[config.mk]
export PLATFORM = sky130hd
export DESIGN_NAME = usb_speed_autodetect
export DESIGN_NICKNAME = d
export VERILOG_FILES = /design/src/rtl/usb_speed_autodetect.sv
export SDC_FILE = /design/constraint.sdc
export NUM_CORES = 1
export LEC_CHECK = 0
export BUFFER_PORTS_ARGS = -buffer_cell sky130_fd_sc_hd__buf_2
export CAP_MARGIN = 20
export CORE_UTILIZATION = 25
export DETAILED_ROUTE_END_ITERATION = 7
export HOLD_SLACK_MARGIN = 0.05
export SYNTH_ARGS = -nofsm -noshare
export SYNTH_HDL_FRONTEND = slang
export SYNTH_SLANG_ARGS = --single-unit
export TNS_END_PERCENT = 10
[constraint.sdc]
create_clock -name fe_clk -period 4.8 [get_ports fe_clk]
set_input_delay 0.24 -clock fe_clk [delete_from_list [all_inputs] [get_ports fe_clk]]
set_output_delay 0.24 -clock fe_clk [all_outputs]
set_load 0.05 [all_outputs]
[src/rtl/usb_speed_autodetect.sv]
// ============================================================================
// usb_speed_autodetect : passive USB LS/FS/HS classifier from idle J polarity
// and bus-reset SE0 length. Build option: USB_AUTODETECT_RUNTIME_WAIT_EN.
// Revision: 1.0
// ============================================================================
`default_nettype none

module usb_speed_autodetect #(
    parameter int pCOUNTER_WIDTH   = 24,
    parameter int pWAIT_0_START    = 8,
    parameter int pWAIT_1_LINEHIGH = 32,
    parameter int pWAIT_2_LINELOW  = 32
) (
    input  logic                      fe_clk,
    input  logic                      reset_i,
    input  logic                      fe_linestate0,
    input  logic                      fe_linestate1,
    input  logic                      I_restart,
    input  logic [pCOUNTER_WIDTH-1:0] I_wait1,
    input  logic [pCOUNTER_WIDTH-1:0] I_wait2,
    output logic [1:0]                O_speed
);

    localparam logic [1:0] c_SPEED_AUTO = 2'd0;
    localparam logic [1:0] c_SPEED_LS   = 2'd1;
    localparam logic [1:0] c_SPEED_FS   = 2'd2;
    localparam logic [1:0] c_SPEED_HS   = 2'd3;

    localparam logic [pCOUNTER_WIDTH-1:0] c_ONE = pCOUNTER_WIDTH'(1);
    localparam logic [pCOUNTER_WIDTH-1:0] c_START_LAST =
        (pWAIT_0_START > 0) ? pCOUNTER_WIDTH'(pWAIT_0_START - 1) : '0;

    typedef enum logic [2:0] {
        S_START = 3'd0,
        S_IDLE  = 3'd1,
        S_HIGH  = 3'd2,
        S_FSJ   = 3'd3,
        S_LOW   = 3'd4,
        S_DONE  = 3'd5
    } state_t;

    state_t                    state_q, state_d;
    logic [pCOUNTER_WIDTH-1:0] cnt_q, cnt_d;
    logic                      jls_q, jls_d;
    logic [1:0]                res_q, res_d;
    logic [1:0]                speed_q;

    logic [pCOUNTER_WIDTH-1:0] w_w1_raw, w_w2_raw, w_w1, w_w2;
    logic [pCOUNTER_WIDTH-1:0] w_cnt_next;
    logic [1:0]                w_line;
    logic                      w_is_j, w_cnt_cont;
    logic                      w_unused_waits;

`ifdef USB_AUTODETECT_RUNTIME_WAIT_EN
    assign w_w1_raw = I_wait1;
    assign w_w2_raw = I_wait2;
`else
    assign w_w1_raw = pCOUNTER_WIDTH'(pWAIT_1_LINEHIGH);
    assign w_w2_raw = pCOUNTER_WIDTH'(pWAIT_2_LINELOW);
`endif
    assign w_unused_waits = ^{I_wait1, I_wait2};

    assign w_w1   = (w_w1_raw == '0) ? c_ONE : w_w1_raw;
    assign w_w2   = (w_w2_raw == '0) ? c_ONE : w_w2_raw;
    assign w_line = {fe_linestate1, fe_linestate0};
    assign w_is_j = (w_line == 2'b01) || (w_line == 2'b10);

    // The counter holds the number of qualifying edges seen so far, so the
    // edge that enters HIGH/LOW already counts as the first one.
    assign w_cnt_cont = (state_q == S_LOW) ||
                        ((state_q == S_HIGH) && (w_line[1] == jls_q));
    assign w_cnt_next = w_cnt_cont ? (cnt_q + c_ONE) : c_ONE;

    always_comb begin
        state_d = state_q;
        cnt_d   = cnt_q;
        jls_d   = jls_q;
        res_d   = res_q;
        case (state_q)
            S_START: begin
                if (cnt_q == c_START_LAST) begin
                    state_d = S_IDLE;
                    cnt_d   = '0;
                end else begin
                    cnt_d = cnt_q + c_ONE;
                end
            end
            S_IDLE, S_HIGH: begin
                if (w_is_j) begin
                    jls_d = w_line[1];
                    if (w_cnt_next >= w_w1) begin
                        if (w_line[1]) begin
                            state_d = S_DONE;
                            res_d   = c_SPEED_LS;
                        end else begin
                            state_d = S_FSJ;
                        end
                    end else begin
                        state_d = S_HIGH;
                        cnt_d   = w_cnt_next;
                    end
                end else if (state_q == S_HIGH) begin
                    state_d = S_IDLE;
                end
            end
            S_FSJ, S_LOW: begin
                if (!w_is_j) begin
                    if (w_cnt_next >= w_w2) begin
                        state_d = S_DONE;
                        res_d   = c_SPEED_HS;
                    end else begin
                        state_d = S_LOW;
                        cnt_d   = w_cnt_next;
                    end
                end else if (state_q == S_LOW) begin
                    state_d = S_DONE;
                    res_d   = c_SPEED_FS;
                end
            end
            default: ;
        endcase
    end

    always_ff @(posedge fe_clk) begin
        if (reset_i || I_restart) begin
            state_q <= S_START;
            cnt_q   <= '0;
            jls_q   <= 1'b0;
            res_q   <= c_SPEED_AUTO;
            speed_q <= c_SPEED_AUTO;
        end else begin
            state_q <= state_d;
            cnt_q   <= cnt_d;
            jls_q   <= jls_d;
            res_q   <= res_d;
            speed_q <= res_q;
        end
    end

    assign O_speed = speed_q;

endmodule

`default_nettype wire

Word level (Yosys, flattened, before mapping)
Index checks and enable logic that the tools add are counted.
{"block": "word_totals", "regBits": 32, "input_bits": 53, "output_inout_bits": 2, "wordCells": 58}
{"block": "op_classes", "add_sub_neg": 1, "n_lt_le_gt_ge": 1, "eq_ne": 16, "muxes": 22, "reduce_logical": 13}
{"cell": "$mux W24", "n": 5}
{"cell": "$pmux W24 S3", "n": 1}
{"cell": "$add A24 B1 Y24 const B", "n": 1}
{"cell": "$eq A24 B3 Y1 const B", "n": 1}
{"cell": "$ge A24 B6 Y1 const B", "n": 1}
{"cell": "$mux W3", "n": 7}
{"cell": "$mux W2", "n": 6}
{"cell": "$ne A2 B2 Y1 const B", "n": 5}
{"cell": "$ne A3 B3 Y1 const B", "n": 3}
{"cell": "$pmux W3 S3", "n": 1}
{"cell": "$eq A3 B2 Y1 const B", "n": 2}
{"cell": "$reduce_and A6 Y1", "n": 1}
{"cell": "$pmux W2 S2", "n": 1}
{"cell": "$reduce_and A4 Y1", "n": 1}
{"cell": "$reduce_or A2 Y1", "n": 2}
{"cell": "$eq A3 B1 Y1 const B", "n": 1}
{"cell": "$eq A3 B3 Y1 const B", "n": 1}
{"cell": "$logic_not A3 Y1", "n": 1}
{"cell": "$logic_or A1 B1 Y1", "n": 3}
{"cell": "$reduce_and A3 Y1", "n": 1}
{"cell": "$reduce_bool A3 Y1", "n": 1}
{"cell": "$eq A2 B1 Y1 const B", "n": 1}
{"cell": "$eq A2 B2 Y1 const B", "n": 1}
{"cell": "$reduce_and A2 Y1", "n": 1}
{"cell": "other kinds (4)", "n": 4}

Depth between registers and ports, before layout
{"block": "depth", "depth_word": 8, "depth_mapped": 12, "depth_no_buf": 10}

Worst setup path before layout
Ideal clock, no wire load.
{"block": "synth_timing", "path_type": "reg-to-reg", "startpoint": "reg cnt_q[0]", "endpoint": "reg cnt_q[10]", "setup_time_ps": 70, "arrival_time_ps": 3135, "required_ps": 4730, "path_slack_ps": 1595, "path_stages_with_launch": 12, "path_buffers": 1, "synth_period_minus_slack_ps": 3205, "path_cell_list": "dfxtp_1 ha_1 nand3_1 or4_1 or2_2 xnor2_1 nor4b_2 a31o_1 a21oi_2 buf_6 or4_1 a21oi_1"}
{"block": "synth_between", "elab_chain_cells": 6, "word_cells_on_any_way": 9, "classes_between": "add/sub: 1; order compare: 1; eq/ne: 1; mux: 6"}
{"item": "from (decl)", "line_no": "43", "rtl": "logic [pCOUNTER_WIDTH-1:0] cnt_q, cnt_d;"}
{"item": "from (signal assigned)", "line_no": "133", "rtl": "cnt_q <= cnt_d;"}
{"item": "$add A24 B1 Y24", "line_no": "72, 85"}
{"item": "$mux W24", "line_no": "72", "rtl": "assign w_cnt_next = w_cnt_cont ? (cnt_q + c_ONE) : c_ONE;"}
{"item": "$ge A24 B6 Y1", "line_no": "91, 108"}
{"item": "$mux W24", "line_no": "91, 108"}
{"item": "$mux W24, on equally long branches", "line_no": "107, 89"}
{"item": "$pmux W24 S3 *", "line_no": "79", "rtl": "case (state_q)"}
Every way passes the cells marked *; elsewhere a longest branch is shown, timed or not. The select of a mux whose other input is x is not followed.
A chain may end at the register's enable or synchronous reset.

Worst setup path in the final report
{"block": "layout_timing", "startpoint": "reg cnt_q[0]", "endpoint": "reg cnt_q[22]"}
Same word-level chain as after synthesis.

==> results.md <==
* completed — run status
* 2180 um^2 — synthesized cell area
* 241 MHz — Max Freq
* 2 — buffer depth of the longest clock path
* 0 — initial antenna violation count
* 0.890 ns — transition time at the pin with the least slew margin
* 0.00496 ns — clock skew
* 1963 — vias in the first global route
* 40.6% — relative max-transition margin
* 0 — Slew Viols, Final
* 299 — post-synthesis cell count
* 0 — warning count from the yosys run
* 2150 — count of vias placed by the detailed router
* 0 — ant diodes
* 32 — post-synthesis sequential element count
* 9120 um^2 — DIE AREA
* flop — Critical Path Sink Type
* clkbuf_8 — clock tree root driver cell
* dfxtp_1 — area leader, netlist
* 55 — num ports
* 0 — Hold-fix buffers, CTS
* 0 — number of enable-type register cells in the synthesized netlist
* 21.9% — compound-gate portion of the synthesized area
* flop — Startpoint Class
* reg -> reg — category of the critical setup timing path
* 0 — count of endpoints failing hold in the final timing report
* 4.28 ns — Critical Path AT
* 0.688 ns — worst setup slack after placement
* 6 — total of buffers placed on input and output ports
* 5.43 — Via density
* no — setup repair after global routing missed its margin
* 5 — CTS buffer count
* 95.5 um — Die X-Extent
* 0 — count of maximum capacitance violations
* 20 — worst-path maximum fanout
* simple AND/OR/NAND/NOR gates — Top Family by Delay on Critical Path
* 4.15 ns — minimum period implied by the final worst setup slack
* 30 — maximum number of pins on one net before global-route repair
* 0% — multiplexer area fraction after synthesis
* 10 — worst r2r path cells
* nand2b_1 — slowest stage cell on the critical path
* 2 — CTS H-Tree Depth
* 0 — final number of setup-violating endpoints
* 5520 um — final WL
* 0.29 ns — clock latency at the later pin of the worst-skew pair
* 0.653 ns — setup slack after layout
* dfxtp_1 — flip-flop cell with the highest count after synthesis
* simple AND/OR/NAND/NOR gates — main combinational cell family by area after synthesis
* 2 — depth of the worst hold-timing path
* 13.2% — GRT Util Overall
* 3750 um — DPL Wire Length
* 29.3% — portion of the post-synthesis area used by sequential elements
* 0 — buffers inserted during post-CTS setup optimization
* 4.94 ns — critical path required time
* 148 — drt initial violations
* 0.000126 V — largest voltage drop on the vdd net
* 0.573% — adder-cell share of the synthesized area
* 0 — number of remaining DRC errors
* 35.2% — basic-gate share of the synthesized area counting and, or, nand and nor cells
* cnt_q[0] — Setup crit start
* 33 — number of core rows
* dfxtp_1 29%, or3_1 6.3%, a21oi_1 6.2% — Synth area leaders
* 0.822 — RD Place Congestion
* 50 — post-synthesis cell type count
* 0 — number of routed nets with antenna violations
* 9.62% — fraction of final layout cells sized beyond drive strength 1
* 0.65 ns — setup slack, reg-to-reg
* 4 — Pre-antenna DRT Iters
* 26.2% — initial core utilization
* cnt_q[0] — launch instance of the worst register-to-register path
* 86.4% — period utilisation layout
* 9610 um — global-route wire length before repair
* 7.33% — growth of design area from synthesis to finish
* 32 — clock tree sinks
* 6.01% — XOR/XNOR Fraction of Synth Area
* 0.78 ns — Critical Path Max Stage Delay
* ha_1, nand3_1, or4_1, or2_2, xnor2_1, nor4b_2, a31o_1, a21oi_2, nand2b_1, o22ai_1 — cell chain of the critical path
* 344 — total number of nets in the final design
* 216 nW/um^2 — Cell Pwr Density
* 0 — number of buffers and inverters on the critical path
* 10 — number of logic stages on the critical path including buffering
* 353 — number of nets produced by synthesis
* 13.9 um — average detailed-routed wire length per instance
* fe_linestate1 — worst hold start
* 0 — total of cells resized after clock tree synthesis
* done — CTS tree
* 29.3% — fraction of post-synthesis cell area in the top cell type by area
* 0 ns — post-route setup TNS
* 0% — share of synthesized flip-flops with an asynchronous set or reset
* 0.758 nW — Leakage Power
* in -> reg — Hold Crit Class
* 0 — Congestion Overflow GR
* 28.1% — share of the core filled with cells
* 7.31 um^2 — average cell area after synthesis
* 95.5 um — height of the chip
* 8340 um^2 — total core area
* 0.07 ns — Clk pin slew, worst setup/hold paths
-- final timing paths --
path           endpoint
max           cnt_q[22]
min          state_q[1]
max reg2reg   cnt_q[22]
min reg2reg  O_speed[1]
-- flip-flops by register name (all words and copies together) (netlist names) --
register  count
jls_q         1
cnt_q        24
O_speed       2
state_q       3
res_q         2
-- cell families (layout without fill, tap and decap cells) --
family          after synthesis  after routing
compound gates               76             76
xor+xnor                     15             15
fa+ha+maj                     1              1
buf+inv                      34             26
flops                        32             32
simple gates                141            141
-- metal layers --
layer  up-vias  part of all wire [%]  track usage [%]
li1       1084                     -                -
met1      1023                    48             17.7
met2        35                    46             21.0
met3         8                   3.9             2.79
met4         0                   1.6             3.98
met5         -                     0                0
-- cell usage after synthesis (2+ instances only) --
master     n
a211oi_1   4
a21o_1     2
a21oi_1   27
and3_1     5
and4_1     4
buf_2      7
buf_4      2
clkbuf_1  14
clkbuf_2   2
dfxtp_1   32
inv_1      8
nand2_1   34
nand2b_1   2
nand3_1   17
nand4_1    7
nand4_2    2
nor2_1    18
nor3_1     9
nor3b_1    3
nor4_1     7
o211ai_1   2
o21ai_0    5
o22ai_1   20
o31ai_1    2
or2_2      3
or3_1     22
or4_1      3
xnor2_1   11
xor2_1     4
-- worst register-to-register path: cells and delay by family, from the launching register on --
kind            cells  cell delay [ns]
simple gates        5             2.10
compound gates      3             0.96
xor+xnor            1             0.20
flops               1             0.42
fa+ha+maj           1             0.30
-- layout by cell type, fill, tap and decap left out, types with 5 or more instances in the layout --
cell type,n
and3_1,5
o21ai_0,5
nand4_1,7
nor2_1,18
nor3_1,9
a21oi_1,27
buf_2,6
dfxtp_1,32
clkbuf_8,6
nor4_1,7
inv_1,8
o22ai_1,20
nand3_1,17
nand2_1,34
xnor2_1,11
or3_1,22
-- power by group --
group / internal (mW) / switching [mW] / total [mW]
logic: 0.00479 / 0.0128 / 0.0176
registers: 0.266 / 0.00126 / 0.267
clock network: 0.114 / 0.106 / 0.220
total: 0.385 / 0.120 / 0.505
-- per-stage QoR --
stage	power [mW]	hold slack, ns	cells	cell area, um^2
global route	0.529	0.220	396	2340
finish	0.505	0.213	396	2340
global placement	0.291	0.430	388	2250
floorplan	0.284	0.341	299	2180
CTS	0.512	0.211	396	2340
detailed placement	0.291	0.436	388	2250
-- layout make-up --
| cell class | instances | area (um^2) |
|---|---|---|
| Tap cell | 105 | 131 |
| Multi-Input combinational cell | 233 | 1390 |
| Inverter | 8 | 30.0 |
| Clock buffer | 6 | 82.6 |
| Fill cell | 936 | 6000 |
| Timing Repair Buffer | 10 | 60.1 |
| Clock inverter | 2 | 10.0 |
| Sequential cell | 32 | 641 |
No activity file was read; power rests on OpenSTA's default activity.
